==> config.mk <==
export PLATFORM = sky130hd
export DESIGN_NAME = lrf_axis_pixel_unpacker_flat
export DESIGN_NICKNAME = d
export VERILOG_FILES = /design/src/rtl/lrf_pkg.sv /design/src/rtl/lrf_axis_pixel_unpacker_if.sv /design/src/rtl/lrf_raster_counter.sv /design/src/rtl/lrf_axis_pixel_unpacker.sv /design/src/flat_wrapper.sv
export SDC_FILE = /design/constraint.sdc
export NUM_CORES = 1
export LEC_CHECK = 0
export ABC_AREA = 1
export CAP_MARGIN = 20
export CORE_ASPECT_RATIO = 0.5
export CORE_MARGIN = 2
export CORE_UTILIZATION = 57
export DETAILED_ROUTE_END_ITERATION = 10
export GPL_ROUTABILITY_DRIVEN = 0
export PLACE_DENSITY = 0.86
export SLEW_MARGIN = 10
export SYNTH_ARGS = -nofsm -noshare
export SYNTH_HDL_FRONTEND = slang
export SYNTH_SLANG_ARGS = --single-unit
==> constraint.sdc <==
create_clock -name s_axis_aclk -period 10.2 [get_ports s_axis_aclk]
set_input_delay 2.04 -clock s_axis_aclk [delete_from_list [all_inputs] [get_ports s_axis_aclk]]
set_output_delay 2.04 -clock s_axis_aclk [all_outputs]
set_load 0.02 [all_outputs]
==> src/rtl/lrf_pkg.sv <==
// Shared LRF constants: default geometry, frame phase encoding, tuser bit layout
// and a counter-width helper.
package lrf_pkg;

    localparam int unsigned LRF_WORD_WIDTH   = 128;
    localparam int unsigned LRF_PIXEL_WIDTH  = 8;
    localparam int unsigned LRF_IMAGE_WIDTH  = 512;
    localparam int unsigned LRF_IMAGE_HEIGHT = 512;
    localparam int unsigned LRF_PPW          = LRF_WORD_WIDTH / LRF_PIXEL_WIDTH;

    typedef enum logic {
        LRF_PHASE_OLD = 1'b0,
        LRF_PHASE_NEW = 1'b1
    } lrf_phase_e;

    localparam int unsigned LRF_TUSER_SOF   = 0;
    localparam int unsigned LRF_TUSER_PHASE = 1;
    localparam int unsigned LRF_TUSER_W     = 2;

    // A range of one value still needs a 1-bit register.
    function automatic int unsigned lrf_cw(input int unsigned n);
        return (n > 1) ? $clog2(n) : 1;
    endfunction

endpackage

==> src/rtl/lrf_axis_pixel_unpacker_if.sv <==
// AXI-Stream bundle shared by the packed-word input and the pixel output.
interface lrf_axis_pixel_unpacker_if
    import lrf_pkg::*;
#(
    parameter int unsigned DATA_W = LRF_PIXEL_WIDTH,
    parameter int unsigned USER_W = LRF_TUSER_W
);
    logic [DATA_W-1:0] tdata;
    logic              tvalid;
    logic              tready;
    logic              tlast;
    logic [USER_W-1:0] tuser;

    modport master (output tdata, output tvalid, output tlast, output tuser, input tready);
    modport slave  (input tdata, input tvalid, input tlast, input tuser, output tready);
endinterface

==> src/rtl/lrf_raster_counter.sv <==
// Raster position tracker: col/row counters plus frame phase, advanced one pixel per enable.
module lrf_raster_counter
    import lrf_pkg::*;
#(
    parameter int unsigned COLS = LRF_IMAGE_WIDTH,
    parameter int unsigned ROWS = LRF_IMAGE_HEIGHT
) (
    input  logic       clk,
    input  logic       rst,
    input  logic       en_i,
    output logic       first_o,
    output logic       col_last_o,
    output logic       frame_last_o,
    output lrf_phase_e phase_o
);
    localparam int unsigned CW = lrf_cw(COLS);
    localparam int unsigned RW = lrf_cw(ROWS);

    logic [CW-1:0] col_q, col_d;
    logic [RW-1:0] row_q, row_d;
    lrf_phase_e    phase_q, phase_d;
    logic          row_last;

    assign col_last_o   = (col_q == CW'(COLS - 1));
    assign row_last     = (row_q == RW'(ROWS - 1));
    assign frame_last_o = col_last_o & row_last;
    assign first_o      = (col_q == '0) & (row_q == '0);
    assign phase_o      = phase_q;

    always_comb begin
        col_d   = col_q;
        row_d   = row_q;
        phase_d = phase_q;
        if (en_i) begin
            if (col_last_o) begin
                col_d = '0;
                if (row_last) begin
                    row_d   = '0;
                    phase_d = (phase_q == LRF_PHASE_OLD) ? LRF_PHASE_NEW : LRF_PHASE_OLD;
                end else begin
                    row_d = row_q + 1'b1;
                end
            end else begin
                col_d = col_q + 1'b1;
            end
        end
    end

    always_ff @(posedge clk or posedge rst) begin
        if (rst) begin
            col_q   <= '0;
            row_q   <= '0;
            phase_q <= LRF_PHASE_OLD;
        end else begin
            col_q   <= col_d;
            row_q   <= row_d;
            phase_q <= phase_d;
        end
    end

endmodule

==> src/rtl/lrf_axis_pixel_unpacker.sv <==
// Unpacks wide DDR words into one tagged pixel per beat, raster order, full rate.
module lrf_axis_pixel_unpacker
    import lrf_pkg::*;
#(
    parameter int unsigned WORD_WIDTH   = LRF_WORD_WIDTH,
    parameter int unsigned PIXEL_WIDTH  = LRF_PIXEL_WIDTH,
    parameter int unsigned IMAGE_WIDTH  = LRF_IMAGE_WIDTH,
    parameter int unsigned IMAGE_HEIGHT = LRF_IMAGE_HEIGHT
) (
    input  logic                        s_axis_aclk,
    input  logic                        s_axis_areset,
    lrf_axis_pixel_unpacker_if.slave    s_axis,
    lrf_axis_pixel_unpacker_if.master   m_axis,
    output logic                        frame_done,
    output logic                        err_tlast
);
    localparam int unsigned PPW = WORD_WIDTH / PIXEL_WIDTH;
    localparam int unsigned SW  = lrf_cw(PPW);
    localparam int unsigned WPF = (IMAGE_WIDTH * IMAGE_HEIGHT) / PPW;
    localparam int unsigned WW  = lrf_cw(WPF);

    logic [PPW-1:0][PIXEL_WIDTH-1:0] word_q, word_d;
    logic                            full_q, full_d;
    logic [SW-1:0]                   sub_q, sub_d;
    logic [WW-1:0]                   wcnt_q, wcnt_d;
    lrf_phase_e                      in_phase_q, in_phase_d;
    logic                            err_q, err_d;
    logic                            done_q, done_d;

    logic       last_lane, s_hs, m_hs, w_wrap, w_final;
    logic       px_first, px_col_last, px_frame_last;
    lrf_phase_e px_phase;

    assign last_lane     = (sub_q == SW'(PPW - 1));
    assign s_axis.tready = ~full_q | (last_lane & m_axis.tready);
    assign s_hs          = s_axis.tvalid & s_axis.tready;
    assign m_hs          = full_q & m_axis.tready;

    // Output fields are forced to zero while the holding register is empty.
    assign m_axis.tvalid                 = full_q;
    assign m_axis.tdata                  = full_q ? word_q[sub_q] : '0;
    assign m_axis.tlast                  = full_q & px_col_last;
    assign m_axis.tuser[LRF_TUSER_SOF]   = full_q & px_first;
    assign m_axis.tuser[LRF_TUSER_PHASE] = full_q & (px_phase == LRF_PHASE_NEW);
    assign frame_done                    = done_q;
    assign err_tlast                     = err_q;

    // Input-side word position, only used to judge whether tlast is legitimate.
    assign w_wrap  = (wcnt_q == WW'(WPF - 1));
    assign w_final = w_wrap & (in_phase_q == LRF_PHASE_NEW);

    always_comb begin
        word_d     = word_q;
        full_d     = full_q;
        sub_d      = sub_q;
        wcnt_d     = wcnt_q;
        in_phase_d = in_phase_q;
        err_d      = err_q;
        done_d     = m_hs & px_frame_last;
        if (s_hs) begin
            // A load coinciding with the last-lane handshake keeps full set.
            word_d = s_axis.tdata;
            full_d = 1'b1;
            sub_d  = '0;
            if (w_wrap) begin
                wcnt_d     = '0;
                in_phase_d = (in_phase_q == LRF_PHASE_OLD) ? LRF_PHASE_NEW : LRF_PHASE_OLD;
            end else begin
                wcnt_d = wcnt_q + 1'b1;
            end
            if (s_axis.tlast & ~w_final) begin
                err_d = 1'b1;
            end
        end else if (m_hs) begin
            if (last_lane) begin
                full_d = 1'b0;
                sub_d  = '0;
            end else begin
                sub_d = sub_q + 1'b1;
            end
        end
    end

    always_ff @(posedge s_axis_aclk or posedge s_axis_areset) begin
        if (s_axis_areset) begin
            word_q     <= '0;
            full_q     <= 1'b0;
            sub_q      <= '0;
            wcnt_q     <= '0;
            in_phase_q <= LRF_PHASE_OLD;
            err_q      <= 1'b0;
            done_q     <= 1'b0;
        end else begin
            word_q     <= word_d;
            full_q     <= full_d;
            sub_q      <= sub_d;
            wcnt_q     <= wcnt_d;
            in_phase_q <= in_phase_d;
            err_q      <= err_d;
            done_q     <= done_d;
        end
    end

    lrf_raster_counter #(
        .COLS (IMAGE_WIDTH),
        .ROWS (IMAGE_HEIGHT)
    ) u_px_cnt (
        .clk          (s_axis_aclk),
        .rst          (s_axis_areset),
        .en_i         (m_hs),
        .first_o      (px_first),
        .col_last_o   (px_col_last),
        .frame_last_o (px_frame_last),
        .phase_o      (px_phase)
    );

endmodule

==> src/flat_wrapper.sv <==
// flat-port wrapper written by rule: the top's interface ports become plain ports
module lrf_axis_pixel_unpacker_flat import lrf_pkg::*;
#(
    parameter int unsigned WORD_WIDTH   = LRF_WORD_WIDTH,
    parameter int unsigned PIXEL_WIDTH  = LRF_PIXEL_WIDTH,
    parameter int unsigned IMAGE_WIDTH  = LRF_IMAGE_WIDTH,
    parameter int unsigned IMAGE_HEIGHT = LRF_IMAGE_HEIGHT
)
  (s_axis_aclk, s_axis_areset, frame_done, err_tlast, s_axis_tdata, s_axis_tvalid, s_axis_tlast, s_axis_tuser, s_axis_tready, m_axis_tdata, m_axis_tvalid, m_axis_tlast, m_axis_tuser, m_axis_tready);
  lrf_axis_pixel_unpacker_if #(.DATA_W(128), .USER_W(1)) s_axis_i ();
  lrf_axis_pixel_unpacker_if #(.DATA_W(8), .USER_W(2)) m_axis_i ();
  input  logic s_axis_aclk;
  input  logic s_axis_areset;
  output logic frame_done;
  output logic err_tlast;
  input wire logic [$bits(s_axis_i.tdata)-1:0] s_axis_tdata;
  input wire logic [$bits(s_axis_i.tvalid)-1:0] s_axis_tvalid;
  input wire logic [$bits(s_axis_i.tlast)-1:0] s_axis_tlast;
  input wire logic [$bits(s_axis_i.tuser)-1:0] s_axis_tuser;
  output wire logic [$bits(s_axis_i.tready)-1:0] s_axis_tready;
  output wire logic [$bits(m_axis_i.tdata)-1:0] m_axis_tdata;
  output wire logic [$bits(m_axis_i.tvalid)-1:0] m_axis_tvalid;
  output wire logic [$bits(m_axis_i.tlast)-1:0] m_axis_tlast;
  output wire logic [$bits(m_axis_i.tuser)-1:0] m_axis_tuser;
  input wire logic [$bits(m_axis_i.tready)-1:0] m_axis_tready;
  assign s_axis_i.tdata = s_axis_tdata;
  assign s_axis_i.tvalid = s_axis_tvalid;
  assign s_axis_i.tlast = s_axis_tlast;
  assign s_axis_i.tuser = s_axis_tuser;
  assign s_axis_tready = s_axis_i.tready;
  assign m_axis_tdata = m_axis_i.tdata;
  assign m_axis_tvalid = m_axis_i.tvalid;
  assign m_axis_tlast = m_axis_i.tlast;
  assign m_axis_tuser = m_axis_i.tuser;
  assign m_axis_i.tready = m_axis_tready;
  lrf_axis_pixel_unpacker #(.WORD_WIDTH(WORD_WIDTH), .PIXEL_WIDTH(PIXEL_WIDTH), .IMAGE_WIDTH(IMAGE_WIDTH), .IMAGE_HEIGHT(IMAGE_HEIGHT)) u_core (.s_axis_aclk(s_axis_aclk), .s_axis_areset(s_axis_areset), .s_axis(s_axis_i), .m_axis(m_axis_i), .frame_done(frame_done), .err_tlast(err_tlast));
endmodule
* Word-level counts from Yosys, hierarchy flattened
Cells that the tools add are included.
Operators by class: $add $sub $neg 4, $lt $le $gt $ge 1, equal/unequal tests 4, multiplexer cells 14, bitwise gates (word level) 14, reduce and logical (&&, ||, !) cells 9
Operator list (number):
- binary-select mux 8 bit (select 4 bit) | 1
- adder 9 x 1 -> 9 bit, second input constant | 2
- equality test 9 bit, second input constant | 2
- logical NOT 9 bit | 2
- 2-to-1 mux 9 bit | 2
- 2-to-1 mux 8 bit | 2
- adder 14 x 1 -> 14 bit, second input constant | 1
- equality test 14 bit, second input constant | 1
- 2-to-1 mux 14 bit | 1
- 2-to-1 mux 4 bit | 3
- AND 1 bit | 11
- AND reduction 2 bit | 4
- less-than comparator 4 x 5 -> 1 bit, second input constant | 1
- 2-to-1 mux 1 bit | 5
- adder 4 x 1 -> 4 bit, second input constant | 1
- equality test 4 bit, second input constant | 1
- nonzero test 2 bit | 2
- AND reduction 3 bit | 1
- NOT 1 bit | 2
- bitwise OR 1 bit | 1
Word-level totals: bits in registers 169, input port bits 134

* Longest topological paths before layout
depth after elaboration 6, gate-level depth with buffers 12, gate-level depth less buffers 12

* Modules after synthesis
A second synthesis with hierarchy kept.
Second synthesis, totals: cell total of the unflattened synthesis 1136, area, all modules 8550.7 µm²
Modules (own cells, without submodules):
- lrf_axis_pixel_unpacker | times used 1, cells each 988, area an instance 7399.6 µm², sequential area each 3753.6 µm²
- lrf_raster_counter | times used 1, cells each 148, area an instance 1151.1 µm², sequential area each 475.5 µm²

* Least setup slack after synthesis
No wires, ideal clock.
path type input port to output port, start in m_axis_tready, end out s_axis_tready, arrival time 2.379 ns, required time 8.160 ns, slack 5.781 ns, cell stages on the path 2, buffers on the path 0, path through nand4_2 > nand2_1
Between the ends: word-level cells in the longest chain between the ends 2
Ends and longest elaborated chain:
- from (decl) | RTL line flat_wrapper.sv:25 | input wire logic [$bits(m_axis_i.tready)-1:0] m_axis_tready;
- AND 1 bit | RTL line lrf_axis_pixel_unpacker.sv:35 | assign s_axis.tready = ~full_q | (last_lane & m_axis.tready);
- bitwise OR 1 bit | RTL line lrf_axis_pixel_unpacker.sv:35
- to (decl) | RTL line flat_wrapper.sv:20 | output wire logic [$bits(s_axis_i.tready)-1:0] s_axis_tready;
No other way between the ends.

* Worst setup path in the final report
start reg u_core.sub_q[0], end out m_axis_tdata[0]
Between the ends: word-level cells in the longest chain between the ends 3
Ends and longest elaborated chain:
- from (decl) | RTL line lrf_axis_pixel_unpacker.sv:24 | logic [SW-1:0] sub_q, sub_d;
- from (signal assigned) | RTL line lrf_axis_pixel_unpacker.sv:96 | sub_q <= sub_d;
- binary-select mux 8 bit (select 4 bit) | RTL line lrf_axis_pixel_unpacker.sv:41 | assign m_axis.tdata = full_q ? word_q[sub_q] : '0;
- 2-to-1 mux 8 bit (implied by the code) | RTL line lrf_axis_pixel_unpacker.sv:41
- 2-to-1 mux 8 bit | RTL line lrf_axis_pixel_unpacker.sv:41
- to (decl) | RTL line flat_wrapper.sv:21 | output wire logic [$bits(m_axis_i.tdata)-1:0] m_axis_tdata;
No other way between the ends. The select of a mux whose other input is x is not followed.

==> flow_metrics.tcl <==
set metrics [dict create \
    worst_hold_path_type "reg2reg" \
    most-common-layout-cells "342 x sky130_fd_sc_hd__nand2_1, 168 x sky130_fd_sc_hd__dfrtp_1, 152 x sky130_fd_sc_hd__inv_1" \
    grt_usage 0.2704 \
    placed_area_um2 9832 \
    syn_to_final_growth_pct 24.59 \
    totalWireLength_um 21030 \
    final-hold-violation-count 0 \
    via_count_of_the_first_global_routing_pass 7036 \
    grt_max_degree 106 \
    drive_above_1_share 0.03987 \
    clock_transition_at_the_register_clock_pins_on_the_worst_setup_and_hold_paths_after_cts_ns 0.06 \
    dr_total_vias 7617 \
    cts_tree "done" \
    p_leak_nw 4.971 \
    finalWorstPathRequiredPeriod_ns 5.611 \
    top_level_ports 149 \
    synth.ff_latch_count 169 \
    fin_tns_setup_ns 0 \
    synthesis.instances 1100 \
    portBuffers 147 \
    worst_setup_path_end_kind "output port" \
    slew_viol_final 0 \
    synth_top_cell_area_share 0.5055 \
    yosys.area.top_type "sky130_fd_sc_hd__dfrtp_1" \
    finish.net_count 1358 \
    dieHeight_um 89.67 \
    postCtsSetupRepairBufs 0 \
    layout_commonest_cell "sky130_fd_sc_hd__nand2_1" \
    n_antenna_cell 0 \
    detailedPlacementHpwl_um 13920 \
    timing.critical_path.required_ns 8.16 \
    timing.setup.critical_path_class "reg2out" \
    globalRoute.totalOverflow 0 \
    fin_crit_sh 0.5501 \
    synth_nets 1242 \
    arrival_ns 3.57 \
    dieArea_um2 15720 \
    cts_hold_repair.buffers 0 \
    postLayoutCellArea_um2 10420 \
    clock-sinks 169 \
    post_synth_num_cell_types 32 \
    synth-seq-area-share 0.5055 \
    cp_max_fo 81 \
    wl_per_cell_um 14.74 \
    clock_tree.root_cell "sky130_fd_sc_hd__clkbuf_16" \
    placedCellCount 1394 \
    setup_violations 0 \
    timing_limited_maximum_frequency_mhz 178.2 \
    start_util 0.5813 \
    mean_cell_area_of_the_mapped_netlist_um2 7.605 \
    drv_cap 0 \
    timing.critical_path.from_type "flip-flop" \
    postRouteAntennaNets 0 \
    yosys-top-cells-area "sky130_fd_sc_hd__dfrtp_1 51%, sky130_fd_sc_hd__nand2_1 15%, sky130_fd_sc_hd__o21ai_0 7.9%" \
    floorplan.rows 31 \
    drt_pass1_iterations 5 \
    htree_num_levels 4 \
    worstSkewPairLatency_ns 0.43 \
    nFillCells 1079 \
    worstMarginPinSlew_ns 0.9995 \
    grt_first_pass_wirelength_um 33500 \
    grt_setup_unrepaired "no" \
    antenna_found_initial 0 \
    p_per_area_nw_per_um2 270.8 \
    initialDrtViolationCount 821 \
    finalNonFillerCells 1427 \
    mappedNetlistArea_um2 8366 \
    floorplan.core_area_um2 14390 \
    outcome "finished, final reports clean" \
    drc 0 \
    yosys_warnings 0 \
    postCtsResizedCells 0 \
    total_power_mw 2.822 \
    final.setup_skew_ns 0.01233 \
    cts.path.max_buffers 2 \
    numCtsBuffers 17 \
    power.ir.vdd_worst_v 0.0001592 \
    vias_per_cell 5.338 \
    die_width_um 175.3 \
    worst_slew_margin_relative_to_its_limit 0.3321 \
]
-- stage by stage --
step / utilization / setup WS (ns) / hold slack [ns]
6_report: 0.7243 / 4.589 / 0.4765
5_1_grt: 0.7243 / 4.395 / 0.4939
4_1_cts: 0.7224 / 4.601 / 0.4773
3_5_place_dp: 0.6832 / 4.610 / 0.4633
3_3_place_gp: 0.6832 / 4.610 / 0.4547
2_1_floorplan: - / 3.585 / 0.4420
-- critical path, stage by stage (launching register included) --
cell and delay (ns):
sky130_fd_sc_hd__dfrtp_2 0.34, sky130_fd_sc_hd__buf_4 0.68, sky130_fd_sc_hd__inv_2 0.63, sky130_fd_sc_hd__nand2_1 0.21
sky130_fd_sc_hd__nand3_1 0.11, sky130_fd_sc_hd__nand3_1 0.15, sky130_fd_sc_hd__nand3_1 0.14, sky130_fd_sc_hd__a21oi_1 0.23
sky130_fd_sc_hd__clkdlybuf4s50_1 0.64
-- flip-flops by register name, indices dropped and copies added, names as in the netlist --
| signal | count |
|---|---|
| u_core.in_phase_q | 1 |
| u_core.frame_done | 1 |
| u_core.u_px_cnt.phase_o | 1 |
| u_core.err_tlast | 1 |
| u_core.wcnt_q | 14 |
| u_core.u_px_cnt.row_q | 9 |
| u_core.word_q | 128 |
| u_core.u_px_cnt.col_q | 9 |
| u_core.m_axis.tvalid | 1 |
| u_core.sub_q | 4 |
-- worst paths after layout --
| path | from | to | slack, ns | cells after the start |
|---|---|---|---|---|
| max reg2reg | u_core.sub_q[0] | u_core.wcnt_q[7] | 6.42 | 8 |
| max in group asynchronous | s_axis_areset | u_core.sub_q[0] | 6.55 | 3 |
| min in group asynchronous | s_axis_areset | u_core.word_q[85] | 2.15 | 2 |
| max | u_core.sub_q[0] | m_axis_tdata[0] | 4.59 | 8 |
| min | u_core.u_px_cnt.phase_o | u_core.u_px_cnt.phase_o | 0.48 | 1 |
| min reg2reg | u_core.u_px_cnt.phase_o | u_core.u_px_cnt.phase_o | 0.48 | 1 |
-- power breakdown --
part,internal [mW],leakage [nW],switching (mW)
sequential,0.955,2.02,0.114
combinational,0.423,2.68,0.714
clock,0.330,0.266,0.286
-- cell type report --
| class | instances | area, um2 | area share |
|---|---|---|---|
| clock inverters | 13 | 110.1 | 0.01056 |
| clock buffers | 19 | 452.9 | 0.04346 |
| inverters | 155 | 586.8 | 0.05630 |
| flip-flops and latches | 169 | 4230 | 0.4059 |
| multi-input cells | 719 | 3251 | 0.3119 |
| well taps | 198 | 247.7 | 0.02377 |
| repair buffers | 154 | 1544 | 0.1481 |
-- cells in the mapped netlist --
library cell               number
sky130_fd_sc_hd__or3_1          1
sky130_fd_sc_hd__xor2_1         4
sky130_fd_sc_hd__ha_1           8
sky130_fd_sc_hd__a21oi_1       22
sky130_fd_sc_hd__nand2_2        2
sky130_fd_sc_hd__inv_2          1
sky130_fd_sc_hd__nand3b_1       1
sky130_fd_sc_hd__nor3_1        11
sky130_fd_sc_hd__nor2_1        60
sky130_fd_sc_hd__a21oi_4        1
sky130_fd_sc_hd__xnor2_1        3
sky130_fd_sc_hd__o21a_1         1
sky130_fd_sc_hd__nor2_2         1
sky130_fd_sc_hd__o21ai_1        1
sky130_fd_sc_hd__nand4_2        1
sky130_fd_sc_hd__nand4_4        1
sky130_fd_sc_hd__nand3_1      114
sky130_fd_sc_hd__nor2_4         1
sky130_fd_sc_hd__inv_1        153
sky130_fd_sc_hd__buf_4         15
sky130_fd_sc_hd__dfrtp_1      169
sky130_fd_sc_hd__nand2_1      342
sky130_fd_sc_hd__buf_2         21
sky130_fd_sc_hd__buf_6          1
sky130_fd_sc_hd__buf_1          1
sky130_fd_sc_hd__clkbuf_1      19
sky130_fd_sc_hd__o21bai_1       2
sky130_fd_sc_hd__nand4_1        7
sky130_fd_sc_hd__clkinv_1       1
sky130_fd_sc_hd__o22ai_1        1
sky130_fd_sc_hd__o21ai_0      132
sky130_fd_sc_hd__nor4_1         2
-- logic make-up after synthesis --
logic type / count (synthesis) / synth area share
AO/OA/AOI/OAI: 160 / 0.09812
XOR/XNOR: 7 / 0.007329
adder cells (fa/ha/maj): 8 / 0.01197
buffers and inverters: 212 / 0.1059
flip-flops: 169 / 0.5055
AND/OR/NAND/NOR: 544 / 0.2712
-- metal layers --
layer | vias to the layer above | track usage | share of wire
met3 | 39 | 0.05345 | 0.070
met4 | 0 | 0.07955 | 0.018
met5 | - | 0 | 0
met1 | 3621 | 0.3678 | 0.44
li1 | 3666 | - | -
met2 | 291 | 0.4510 | 0.48
(Power assumes the default switching activity.)
